`src/rtl/dmem_arbiter.sv`:
```
// Sequencing arbiter sharing one data_memory between the CPU load/store path and
// the DMA/debug loader; misaligned accesses are answered with err and never reach memory.
module dmem_arbiter #(
  parameter int MEM_LAT = 0,
  parameter bit RR      = 1'b1
) (
  input  logic        clk,
  input  logic        rst,
  input  logic        c_req,
  input  logic        c_we,
  input  logic [31:0] c_addr,
  input  logic [31:0] c_wdata,
  input  logic [2:0]  c_funct3,
  input  logic        d_req,
  input  logic        d_we,
  input  logic [31:0] d_addr,
  input  logic [31:0] d_wdata,
  input  logic [2:0]  d_funct3,
  output logic        c_gnt,
  output logic        c_rvalid,
  output logic [31:0] c_rdata,
  output logic        c_err,
  output logic        d_gnt,
  output logic        d_rvalid,
  output logic [31:0] d_rdata,
  output logic        d_err,
  output logic        mem_read,
  output logic        mem_write,
  output logic [31:0] mem_addr,
  output logic [31:0] mem_wdata,
  output logic [2:0]  mem_funct3,
  input  logic [31:0] mem_rdata,
  output logic        busy
);

  typedef enum logic [1:0] {IDLE, CMD, WAIT, RESP} state_t;

  localparam int CW = (MEM_LAT > 0) ? $clog2(MEM_LAT + 1) : 1;

  state_t        state, state_nxt;
  logic          last_dma;   // 1 when the DMA side received the most recent grant
  logic          own_dma;
  logic          bad;
  logic          is_store;
  logic [CW-1:0] wcnt;

  logic          pick_c, pick_d, take, done;
  logic          win_dma, win_we, win_bad;
  logic [31:0]   win_addr, win_wdata, win_rdata;
  logic [2:0]    win_funct3;

  function automatic logic misaligned(input logic [2:0] funct3, input logic [1:0] addr_lo);
    case (funct3[1:0])
      2'b10:   return addr_lo != 2'b00;
      2'b01:   return addr_lo[0];
      default: return 1'b0;
    endcase
  endfunction

  // NOTE: every always_comb output gets a default first so no path leaves it unassigned (no latch).
  always_comb begin
    pick_c     = c_req && (!d_req || !RR || last_dma);
    pick_d     = d_req && !pick_c;
    win_dma    = pick_d;
    win_we     = pick_d ? d_we     : c_we;
    win_addr   = pick_d ? d_addr   : c_addr;
    win_wdata  = pick_d ? d_wdata  : c_wdata;
    win_funct3 = pick_d ? d_funct3 : c_funct3;
    win_bad    = misaligned(win_funct3, win_addr[1:0]);
    take       = ((state == IDLE) || (state == RESP)) && (pick_c || pick_d);
  end

  always_comb begin
    state_nxt = state;
    case (state)
      IDLE, RESP: state_nxt = (pick_c || pick_d) ? CMD : IDLE;
      CMD:        state_nxt = (MEM_LAT > 0) ? WAIT : RESP;
      WAIT:       state_nxt = (wcnt == CW'(1)) ? RESP : WAIT;
      default:    state_nxt = IDLE;
    endcase
    done = (state_nxt == RESP);
  end

  // Stores and errored accesses return zero data.
  assign win_rdata = (bad || is_store) ? 32'd0 : mem_rdata;

  // NOTE: sequential state uses non-blocking assignments so every register samples pre-edge values.
  always_ff @(posedge clk) begin
    if (rst) state <= IDLE;
    else     state <= state_nxt;
  end

  always_ff @(posedge clk) begin
    if (rst) begin
      last_dma   <= 1'b1;
      own_dma    <= 1'b0;
      bad        <= 1'b0;
      is_store   <= 1'b0;
      wcnt       <= '0;
      c_gnt      <= 1'b0;
      d_gnt      <= 1'b0;
      c_rvalid   <= 1'b0;
      d_rvalid   <= 1'b0;
      c_err      <= 1'b0;
      d_err      <= 1'b0;
      c_rdata    <= 32'd0;
      d_rdata    <= 32'd0;
      mem_read   <= 1'b0;
      mem_write  <= 1'b0;
      mem_addr   <= 32'd0;
      mem_wdata  <= 32'd0;
      mem_funct3 <= 3'b010;
    end else begin
      c_gnt     <= 1'b0;
      d_gnt     <= 1'b0;
      c_rvalid  <= 1'b0;
      d_rvalid  <= 1'b0;
      c_err     <= 1'b0;
      d_err     <= 1'b0;
      c_rdata   <= 32'd0;
      d_rdata   <= 32'd0;
      mem_read  <= 1'b0;
      mem_write <= 1'b0;

      if (take) begin
        own_dma    <= win_dma;
        last_dma   <= win_dma;
        bad        <= win_bad;
        is_store   <= win_we;
        wcnt       <= CW'(MEM_LAT);
        mem_addr   <= win_addr;
        mem_wdata  <= win_wdata;
        mem_funct3 <= win_funct3;
        c_gnt      <= !win_dma;
        d_gnt      <= win_dma;
        mem_read   <= !win_we && !win_bad;
        mem_write  <= win_we && !win_bad;
      end

      if (state == WAIT) wcnt <= wcnt - CW'(1);

      if (done) begin
        c_rvalid <= !own_dma;
        d_rvalid <= own_dma;
        c_err    <= !own_dma && bad;
        d_err    <= own_dma && bad;
        c_rdata  <= own_dma ? 32'd0 : win_rdata;
        d_rdata  <= own_dma ? win_rdata : 32'd0;
      end
    end
  end

  assign busy = (state != IDLE);

endmodule

```
`config.mk`:
```
export PLATFORM = sky130hd
export DESIGN_NAME = dmem_arbiter
export DESIGN_NICKNAME = d
export VERILOG_FILES = /design/src/rtl/dmem_arbiter.sv
export SDC_FILE = /design/constraint.sdc
export NUM_CORES = 1
export LEC_CHECK = 0
export ABC_AREA = 1
export CAP_MARGIN = 10
export CELL_PAD_IN_SITES_DETAIL_PLACEMENT = 1
export CELL_PAD_IN_SITES_GLOBAL_PLACEMENT = 2
export CORE_MARGIN = 8
export CORE_UTILIZATION = 30
export CTS_CLUSTER_SIZE = 30
export DETAILED_ROUTE_END_ITERATION = 10
export DONT_BUFFER_PORTS = 1
export PLACE_DENSITY_LB_ADDON = 0.05
export SYNTH_ARGS = -nofsm -noshare
export SYNTH_HDL_FRONTEND = slang
export SYNTH_SLANG_ARGS = --single-unit
```
`constraint.sdc`:
```
create_clock -name clk -period 1.9 [get_ports clk]
set_input_delay 0.38 -clock clk [delete_from_list [all_inputs] [get_ports clk]]
set_output_delay 0.38 -clock clk [all_outputs]
set_load 0.1 [all_outputs]
```
==> results of run 1 <==
worst max-delay path, cell delays in order (launching register included):
cell and delay, ns:
dfxtp_2 0.35, nand2_4 0.07, nand2_4 0.08, inv_2 0.04
or2_2 0.27, o21ai_2 0.07, inv_1 0.07, ha_2 0.17
or2_4 0.24, nand3_2 0.07, nand2_1 0.06, nand2_2 0.08
nand2_1 0.05, nor2_1 0.09
path summary, 6_finish.rpt:
path	start	end	slack (ns)	cells past startpoint
max	last_dma	mem_write	0.12	13
min	rst	own_dma	0.04	1
max reg2reg	last_dma	mem_write	0.12	13
min reg2reg	bad	c_err	0.48	2
placed cells by master (no fill, tap or decap), drive strengths merged:
master,n
nand3,5
o21ai,73
o21a,1
a31oi,63
dfxtp,146
ha,5
clkinv,6
nand2,140
nor2,10
clkbuf,18
nor3,65
clkinvlp,1
or2,6
buf,156
inv,58
a21oi,8
bufinv,1
flip-flops by register name, indices dropped and copies added (netlist names):
signal / cells
c_gnt: 1
mem_read: 1
mem_write: 1
d_gnt: 1
d_rvalid: 1
c_err: 1
d_rdata: 32
state: 2
d_err: 1
c_rvalid: 1
mem_addr: 32
wcnt: 1
c_rdata: 32
last_dma: 1
bad: 1
mem_wdata: 32
mem_funct3: 3
is_store: 1
own_dma: 1
metal layers:
layer	global-route usage [%]	part of all wire, %
met1	18.2	39
met2	28.6	49
met3	7.86	10
met4	5.05	1.5
met5	0	0
area by class of cell:
| class | instances | area (um2) |
|---|---|---|
| inverters | 52 | 198 |
| multi-input cells | 376 | 1880 |
| clock inverters | 14 | 168 |
| fillers | 2067 | 10200 |
| flip-flops and latches | 146 | 2920 |
| repair buffers | 156 | 1220 |
| well taps | 225 | 282 |
| clock buffers | 18 | 439 |
report_power, final:
| group | internal (mW) | switching, mW | total, mW |
|---|---|---|---|
| registers | 3.90 | 0.271 | 4.17 |
| logic | 1.76 | 7.96 | 9.72 |
| clock network | 1.91 | 1.44 | 3.36 |
metrics by stage:
stage | power, mW | worst slack, ns | TNS, ns | std cells | utilization, %
after floorplan | 12.1 | 0.0926 | 0 | 622 | -
after global placement | 13.9 | 0.0526 | 0 | 954 | 37.3
after detailed placement | 14.0 | -0.00613 | -0.00776 | 954 | 37.3
after CTS | 17.4 | 0.0120 | 0 | 986 | 40.8
after global routing | 18.0 | 0.00139 | 0 | 987 | 41.0
final | 17.2 | 0.121 | 0 | 987 | 41.0
what timing repair did:
action                                  4_1_cts  5_1_grt
buffers inserted                              0        1
gates resized for setup                       0        6
endpoints found under the setup margin        0        3
logic make-up after synthesis:
kind of cell	share of synthesized area, %
simple gates	18.2
fa+ha+maj	1.17
buf+inv	10.2
compound gates	15.6
flops	54.9
==> summary.md, run 1 <==
| Metric | Value |
|---|---|
| Status | completed |
| Hold crit path type | in2reg |
| Total of max-cap violations | 0 |
| Post-route ant nets | 0 |
| Number of hold violations in the final report | 0 |
| DR pass1 iterations | 4 |
| Global-route wire length before repair | ~29 mm |
| Vias per cell | about 4.8 |
| Routed Wire Length | roughly 19 mm |
| DP HPWL | around 15 mm |
| Num Clock Sinks | around 150 |
| Post-synth EDFFs | 0 |
| Dpl cell area | 6480 um2 |
| Main synth FF type | dfxtp_1 |
| Worst skew pair latency | a little over 0.4 ns |
| Crit. End Element | flip-flop |
| Vias in the first global route | around 4900 |
| Syn_area_per_cell | about 8.6 um2 |
| Final hold slack | roughly 0.038 ns |
| CTS root buffer | clkbuf_16 |
| Minimum clock period | between 1.5 and 2 ns |
| Final worst-path cycle share | a little over nine tenths |
| Register area share after synthesis | between 50% and 60% |
| Clock transition at the registers of the reported paths | 0.06 ns |
| Hold Buf Count CTS | 0 |
| Startpoint Class | flip-flop |
| CTS tree | yes |
| Die width | between 100 and 150 um |
| Clock tree buffer depth | 2 |
| Full die area | 22300 um2 |
| Ranking of synthesized cells by area | dfxtp_1 55%, nand2_1 9.6%, a31oi_1 7.4%, o21ai_0 6.5%, nor3_1 6.1% |
| Rows | 48 |
| Area of the core | between 15000 and 20000 um2 |
| P&R area growth vs syn | 33.5% |
| Syn Inst Count | ~620 |
| Nets | 926 |
| Routed len/inst | around 20 um |
| Antenna violations before repair | 0 |
| RSZ-0062 raised after global routing | false |
| Worst-Margin Slew | approximately 1.2 ns |
| Initial DRC count | roughly 150 |
| CP required | between 2 and 2.5 ns |
| H-tree depth | 4 |
| Syn Nets | ~800 |
| Final Wtd Congestion | between 0.7 and 0.8 |
| Flops & latches, synth | 146 |
| Top-count cell post-synth | dfxtp_1 |
| Syn Std Cell Area | 5330 um2 |
| Die H | ~150 um |
| Area share of the largest cell type after synthesis | 54.9% |
| Peak supply drop | about 1.1 mV |
| Pin count of the biggest net entering global routing | 67 |
| Total CTS buffers | 17 |
| Synth area leader | dfxtp_1 |
| Skew final | 0.00946 ns |
| CP Class | reg2reg |
| Vias post-DR | 4727 |
| Antenna cells | 0 |
| Max Fclk | approximately 560 MHz |
| Slew Limit Fails | 0 |
| Aggregate global routing overflow | 0 |
| Synth unique cells | 23 |
| Initial core utilization | a little under a third |
| Final setup violation count | 0 |
| Async SR Flop Fraction | 0% |
| Synth cell count leaders | 146 x dfxtp_1, 136 x nand2_1, 69 x o21ai_0 |
| Slew headroom | around 23% |
| GRT Total Usage | around 17% |
| IO Count | 312 |
| Static Leak | ~3.3 nW |
| Synth warn | 0 |
| Pwr Density | about 2400 nW/um2 |
| DRC viols | 0 |
| Worst-path maximum fanout | 3 |
| Final Cell Area | a little over 7000 um2 |
| Data arrival, critical path | 2.12 ns |
| Layout cells sized above 1 | between 20% and 30% |
| IO Port Bufs | 0 |
Note: power is estimated with default switching activity, not from simulation.
==> run 2: changes to the inputs <==
Settings changed: ABC_AREA 1 to unset, ABC_CLOCK_PERIOD_IN_PS set to 1900, CORE_UTILIZATION 30 to 31.
==> summary.md, run 2 <==
| Metric | Value |
|---|---|
| XOR/XNOR Fraction of Synth Area | 0% |
| Met1 GRT Util | approximately 16% |
| Register area share after synthesis | between 50% and 60% |
| Post-synth EDFFs | 0 |
| Rows | 48 |
| Antenna violations before repair | 0 |
| Vias in the first global route | 4509 |
| Syn Nets | between 600 and 700 |
| IO Count | approximately 310 |
| Clock transition at the registers of the reported paths | 0.06 ns |
| Die H | 147 um |
| Commonest non-fill, non-tap cells in the layout | 151 x buf_4, 145 x dfxtp_1, 71 x nor2_1 |
| Layout cells sized above 1 | between 30% and 40% |
| Slew Limit Fails | 0 |
| RSZ-0062 raised after global routing | true |
| P&R area growth vs syn | 36.3% |
| CP Class | reg2reg |
| CP required | between 2 and 2.5 ns |
| GRT Total Usage | about 15% |
| Area of the core | roughly 17000 um2 |
| Routed len/inst | ~19 um |
| H-tree depth | 4 |
| Flops & latches, synth | 146 |
| Clock tree buffer depth | 2 |
| Crit. End Element | flip-flop |
| Post-route ant nets | 0 |
| Number of hold violations in the final report | 0 |
| Aggregate global routing overflow | 0 |
| Startpoint Class | flip-flop |
| WHS Path Cells | 1 |
| Total of max-cap violations | 0 |
| Final Wtd Congestion | 0.702 |
| Global-route wire length before repair | 26.0 mm |
| Initial DRC count | 119 |
| Data arrival, critical path | roughly 2.2 ns |
| DP HPWL | 12.8 mm |
| Beginning of the worst register-to-register path | last_dma |
| Syn Std Cell Area | 5310 um2 |
| Nets | 811 |
| Initial core utilization | 31.3% |
| Num Clock Sinks | between 100 and 150 |
| Slew headroom | between 60% and 70% |
| Routed Wire Length | 16.9 mm |
| Full die area | around 22000 um2 |
| Total CTS buffers | 17 |
| Complex-gate fraction of the synthesized area | ~11% |
| Worst-path maximum fanout | 5 |
| Final worst-path cycle share | between 90% and 100% |
| Worst-Margin Slew | approximately 0.5 ns |
| Hold Buf Count CTS | 0 |
| Syn Inst Count | approximately 500 |
| WHS Endpoint | mem_addr[22] |
| Hold_sp | rst |
| IO Port Bufs | 0 |
| Synth cell count leaders | 146 x dfxtp_1, 72 x nor2_1, 69 x mux2i_1 |
| Met2 Use GR | 26.5% |
| DRC viols | 0 |
| Async SR Flop Fraction | 0% |
| Synth unique cells | 29 |
| Adder-cell share of the synthesized area | approximately 1.2% |
| Reg-to-reg slack, setup | slightly above 0.03 ns |
| Crit. Startpoint | last_dma |
| Antenna cells | 0 |
| Synth area leader | dfxtp_1 |
| CTS root buffer | clkbuf_16 |
| Area share of the largest cell type after synthesis | between 50% and 60% |
| Vias per cell | 4.81 |
| Minimum clock period | about 1.9 ns |
| Ranking of synthesized cells by area | dfxtp_1 55%, mux2i_1 13%, a211oi_1 9.5%, and3_1 7.8%, nor2_1 5.1% |
| Met3 Usage GRT | 8.21% |
| Synth warn | 0 |
| Layer with the highest usage | met2 |
| Vias post-DR | between 4000 and 5000 |
| Main synth FF type | dfxtp_1 |
| CTS tree | yes |
| DR pass1 iterations | 4 |
| Post-synthesis simple-gate area fraction | about 14% |
| Syn_area_per_cell | 10.5 um2 |
| Skew final | approximately 0.0085 ns |
| Final hold slack | around 0.05 ns |
| Worst R2R Path Depth | 7 |
| Top-count cell post-synth | dfxtp_1 |
| Worst skew pair latency | 0.41 ns |
| Hold crit path type | in2reg |
| Pin count of the biggest net entering global routing | 73 |
| Die width | about 150 um |
| Worst r2r dst | bad |
| Status | completed |
| Post-synthesis mux area share | a little over an eighth |
| Max Fclk | ~540 MHz |
| Final setup violation count | 0 |
| Commonest non-fill, non-tap cell in the layout | buf_4 |
| Main combinational cell family by area after synthesis | simple AND/OR/NAND/NOR gates |
## run 2: area by class of cell
| class | instances | area, um2 |
|---|---|---|
| fill | 1876 | 9750 |
| clock buffer | 19 | 443 |
| tap | 225 | 282 |
| sequential | 146 | 2920 |
| inverter | 7 | 26.3 |
| timing repair buffer | 155 | 1210 |
| clock inverter | 13 | 199 |
| multi-input combinational | 307 | 2160 |
## run 2: cell families (layout without fill, tap and decap cells)
kind of cell / count (synthesis) / after routing
buf+inv: 51 / 194
fa+ha+maj: 5 / 5
simple gates: 151 / 151
mux: 70 / 70
compound gates: 81 / 81
flops: 146 / 146
## run 2: critical path, cell delays in order (launching register included)
cell and delay (ns):
dfxtp_2 0.33, a21boi_4 0.23, mux2i_2 0.28, ha_2 0.22
o21ai_1 0.07, mux2_4 0.27, a311o_1 0.27, a21oi_1 0.12
## run 2: metrics by stage
stage               setup WS [ns]  util [%]  TNS [ns]  instances  area, um2
floorplan                  -0.109         -    -0.186        504       5320
global placement           0.0452      38.6         0        836       6560
detailed placement        -0.0812      38.6    -0.218        836       6560
CTS                       0.00460      42.5         0        871       7230
global route              -0.0565      42.6   -0.0802        872       7240
finish                     0.0311      42.6         0        872       7240
## run 2: worst max-delay path by stage
stage          slack, ns   to
2_1_floorplan      -0.11  bad
3_3_place_gp        0.05  bad
3_5_place_dp       -0.08  bad
4_1_cts            0.005  bad
5_1_grt            -0.06  bad
6_report            0.03  bad
## run 2: repair_timing
action	CTS	global route
setup buffers	3	2
pin swaps	2	3
gates resized for setup	4	2
endpoints found under the setup margin	3	11
## run 2: routing by layer
| layer | vias up | wire length, um | part of all wire (%) |
|---|---|---|---|
| met1 | 1956 | 6170 | 37 |
| li1 | 2054 | - | - |
| met4 | 0 | 178 | 1.1 |
| met5 | - | 0 | 0 |
| met3 | 13 | 2050 | 12 |
| met2 | 173 | 8490 | 50 |
Power of run 2 is not shown: default switching activity piles up to over one toggle a cycle in this logic, so the estimate is an artifact.
